**src/rtl/seq_det_moore_param.sv**
```systemverilog
// rtl/seq_det_moore_param.sv - parametrised Moore serial pattern detector; match counter built only with SEQ_DET_MATCH_CNT_EN
module seq_det_moore_param #(
  parameter int unsigned          PAT_W   = 4,
  parameter logic [PAT_W-1:0]     PATTERN = 4'b1011,
  parameter int unsigned          CNT_W   = 8
) (
  input  logic             clk_i,
  input  logic             rst_i,
  input  logic             in_i,
  input  logic             valid_i,
  input  logic             mode_i,
  input  logic             clear_i,
  output logic             det_o,
  output logic [CNT_W-1:0] match_cnt_o
);

  localparam int unsigned     FILL_W   = $clog2(PAT_W + 1);
  localparam logic [FILL_W-1:0] FILL_FULL = FILL_W'(PAT_W);

  logic [PAT_W-1:0]  win_q,  win_d;
  logic [FILL_W-1:0] fill_q, fill_d;
  logic              det_q,  det_d;

  logic [PAT_W-1:0]  win_acc;
  logic [FILL_W-1:0] fill_acc;
  logic              hit;

  // Candidate history/fill if this edge accepts a bit; match is judged on these next-state values
  always_comb begin
    win_acc  = (win_q << 1) | {{(PAT_W-1){1'b0}}, in_i};
    fill_acc = (fill_q == FILL_FULL) ? FILL_FULL : fill_q + FILL_W'(1);
    hit      = valid_i && !clear_i && (win_acc == PATTERN) && (fill_acc == FILL_FULL);
  end

  // Next-state for history, fill and the detect flag; clear wins over an accepted bit
  always_comb begin
    win_d  = win_q;
    fill_d = fill_q;
    det_d  = 1'b0;
    if (clear_i) begin
      win_d  = '0;
      fill_d = '0;
    end else if (valid_i) begin
      win_d  = win_acc;
      fill_d = fill_acc;
      if (hit) begin
        det_d = 1'b1;
        // Non-overlapping: demand a fresh full pattern before the next match
        if (!mode_i) begin
          win_d  = '0;
          fill_d = '0;
        end
      end
    end
  end

  // Detector state registers
  always_ff @(posedge clk_i or negedge rst_i) begin
    if (!rst_i) begin
      win_q  <= '0;
      fill_q <= '0;
      det_q  <= 1'b0;
    end else begin
      win_q  <= win_d;
      fill_q <= fill_d;
      det_q  <= det_d;
    end
  end

  assign det_o = det_q;

`ifdef SEQ_DET_MATCH_CNT_EN
  logic [CNT_W-1:0] cnt_q, cnt_d;

  // Saturating match counter; never wraps, cleared together with the detector
  always_comb begin
    cnt_d = cnt_q;
    if (clear_i) begin
      cnt_d = '0;
    end else if (hit && (cnt_q != {CNT_W{1'b1}})) begin
      cnt_d = cnt_q + CNT_W'(1);
    end
  end

  // Match counter register
  always_ff @(posedge clk_i or negedge rst_i) begin
    if (!rst_i) begin
      cnt_q <= '0;
    end else begin
      cnt_q <= cnt_d;
    end
  end

  assign match_cnt_o = cnt_q;
`else
  assign match_cnt_o = '0;
`endif

endmodule

```
**config.mk**
```make
export PLATFORM = sky130hd
export DESIGN_NAME = seq_det_moore_param
export DESIGN_NICKNAME = d
export VERILOG_FILES = /design/src/rtl/seq_det_moore_param.sv
export SDC_FILE = /design/constraint.sdc
export NUM_CORES = 1
export LEC_CHECK = 0
export CORE_AREA = 2 2 39 41
export DETAILED_ROUTE_END_ITERATION = 6
export DIE_AREA = 0 0 41 43
export HOLD_SLACK_MARGIN = 0.03
export PLACE_DENSITY = 0.72
export RECOVER_POWER = 25
export SYNTH_ARGS = -nofsm -noshare
export SYNTH_HDL_FRONTEND = slang
export SYNTH_SLANG_ARGS = --single-unit
```
**constraint.sdc**
```tcl
create_clock -name clk_i -period 1.5 [get_ports clk_i]
set_input_delay 0.225 -clock clk_i [delete_from_list [all_inputs] [get_ports clk_i]]
set_output_delay 0.225 -clock clk_i [all_outputs]
set_load 0.1 [all_outputs]
```
==> impl_metrics.py <==
metrics = {
    "outcome": {
        "outcome": "finished with violations",
        "violations": "negative setup slack",
    },
    "timing": {
        "slew_violations": 0,
        "fmaxAchievable_ghz": 0.630,
        "period_share": 1.06,
        "hold_slack_ps": 300,
        "finalSetupViolations": 4,
        "rsz0062_at_grt": "yes",
        "fin_skew_ps": 1.03,
        "final.setup.worst_slack_ps": -87.8,
        "hold_viol_final": 0,
        "fin_crit_ps": 1590,
    },
    "floorplanning": {
        "die_w_um": 41,
        "die-height_um": 43,
        "rows": 14,
        "io_pins": 15,
        "start_util": 0.352,
        "fp.dieArea_mm2": 0.00176,
        "core-area_mm2": 0.00138,
    },
    "critical_path": {
        "path_class": "register to register",
        "worst_setup_path_end_kind": "register",
        "cp_max_fo": 3,
        "slowest_delay_ps": 540,
        "cp_top_family": "simple AND/OR/NAND/NOR gates",
        "critPathRequiredTime_ps": 1660,
        "arrival_ps": 1750,
        "startpoint_type": "register",
        "cp_cell_sequence": "inv_2 -> ha_4 -> and3b_1 -> or4b_4 -> nor4_4",
        "crit_buf_inv": 1,
        "crit_slowest_cell": "or4b_4",
    },
    "global_routing": {
        "gr-usage-met1": 0.193,
        "grt_pass1_vias": 366,
        "met2_usage": 0.194,
        "top_usage_layer": "met2",
        "grt_use_total": 0.143,
        "grt_pass1_wl_um": 1610,
        "gr-total-overflow": 0,
        "use_met3": 0.0314,
        "antenna_found_initial": 0,
        "grt_max_degree": 11,
    },
    "clock_tree": {
        "cts-root-buf": "clkbuf_4",
        "cts_tree": "yes",
        "clk_pin_slew_ps": 50,
        "insertion_delay_ps": 260,
        "ctsLongestPathBuffers": 2,
        "htree_levels": 1,
        "clock-sinks": 7,
        "cts_made_buffers": 3,
    },
    "final_layout": {
        "drive_above_1_share": 0.313,
        "final_cell_mix": "conb_1, dfrtp_1, buf_4",
        "syn2layout_area_growth_pct": 36.2,
        "nets": 76,
        "final_common_cell": "conb_1",
        "stdcell_count": 83,
        "diodes": 0,
        "fillers": 135,
    },
    "logic_synthesis": {
        "yosysSeqAreaShare": 0.360,
        "ys_seq_elements": 7,
        "synthCells": 53,
        "netlist_area_um2": 487,
        "yosysUniqueCellTypes": 22,
        "avgSynthCellArea_um2": 9.18,
        "synth_warnings": 0,
    },
    "detailed_routing": {
        "post_drt_wl_per_cell_um": 12.1,
        "antenna_left": 0,
        "vias": 386,
        "vias_per_cell": 4.65,
        "drt_iter0_drc": 9,
        "wirelength_um": 1010,
        "dr.pass1.iters": 4,
        "route.detailed.drc": 0,
    },
    "placement": {
        "gp_congestion": 0.775,
        "dp.cells": 78,
        "portBuffers": 6,
        "place_hpwl_um": 730,
    },
    "pwr": {
        "p_per_area_mw_per_mm2": 879,
        "ir_worst_vdd_uv": 525,
        "p_leak_nw": 0.317,
    },
    "hold_path": {
        "holdCritPathClass": "input port to async pin",
    },
    "job": {
        "cap_violations": 0,
    },
}
## timing repair
action / in CTS / in global routing
setup buffers: 1 / 0
pin swaps: 2 / 1
hold buffers: 0 / 0
setup endpoints to repair: 4 / 4
gates resized for setup: 7 / 2
## through the flow
step | TNS, ps | power [mW] | utilization | setup slack (ps) | cell area, um^2
floorplan | 0 | 0.368 | - | 1.96 | 522
global placement | -146 | 0.391 | 0.425 | -64.0 | 588
detailed placement | -282 | 0.395 | 0.425 | -90.4 | 588
CTS | -228 | 0.582 | 0.474 | -90.2 | 656
global route | -398 | 0.615 | 0.479 | -140 | 663
finish | -164 | 0.583 | 0.479 | -87.8 | 663
## synthesized netlist by cell type
master    number  share of area
clkbuf_1       1         0.0077
a21oi_1        1          0.010
nand3_1        4          0.041
ha_1           2          0.051
a21o_1         2          0.031
nor2_1         5          0.039
o21ai_1        1          0.010
nor4_1         1          0.013
nand2_1        2          0.015
inv_1          2          0.015
o21ai_0        2          0.021
and3b_1        3          0.054
dfrtp_1        7           0.36
buf_2          1          0.010
mux2i_1        3          0.062
conb_1         1         0.0077
nor4_2         1          0.026
buf_4          8           0.12
nand2b_1       2          0.026
o31ai_1        2          0.031
or3b_1         1          0.018
or4b_4         1          0.028
## registers in the layout (all words and copies together) (netlist names)
| name | flops |
|---|---|
| fill_q | 3 |
| det_o | 1 |
| win_q | 3 |
## worst paths after layout
check / cells past startpoint / startpoint / slack (ps) / end
worst max-delay path: 5 / fill_q[0] / -90 / det_o
worst min-delay path: 1 / rst_i / 300 / fill_q[1]
worst max register to register: 5 / fill_q[0] / -90 / det_o
worst min register to register: 2 / win_q[2] / 530 / win_q[2]
max in group asynchronous: 1 / rst_i / 960 / win_q[0]
min in group clk_i: 2 / win_q[2] / 530 / win_q[2]
## kinds of logic (layout without fill, tap and decap cells)
logic type / Yosys count / in the layout / synth area share
simple gates: 20 / 20 / 0.260
buf+inv: 12 / 19 / 0.157
compound gates: 8 / 8 / 0.103
flops: 7 / 7 / 0.360
mux: 3 / 3 / 0.0617
fa+ha+maj: 2 / 2 / 0.0514
other cells: 1 / 8 / 0.00770
## routing by layer
metal  up-vias  share of wire
met1       174           0.42
li1        196              -
met5         -              0
met4         0          0.025
met3         3          0.035
met2        13           0.51
## final cells by class
type / count / area [um^2] / area share
Multi-Input combinational cell: 41 / 312 / 0.470
Sequential cell: 7 / 175 / 0.264
Timing Repair Buffer: 13 / 123 / 0.185
Clock buffer: 4 / 26.3 / 0.0396
Tap cell: 16 / 20.0 / 0.0302
Inverter: 2 / 7.51 / 0.0113
## where the power goes
part,total (mW),leakage (nW),switching (mW),internal [mW]
sequential,0.214,0.0935,0.0120,0.202
combinational,0.195,0.209,0.141,0.0539
clock,0.174,0.0150,0.0725,0.102
total,0.583,0.317,0.225,0.358
No activity file was read; power rests on OpenSTA's default activity.
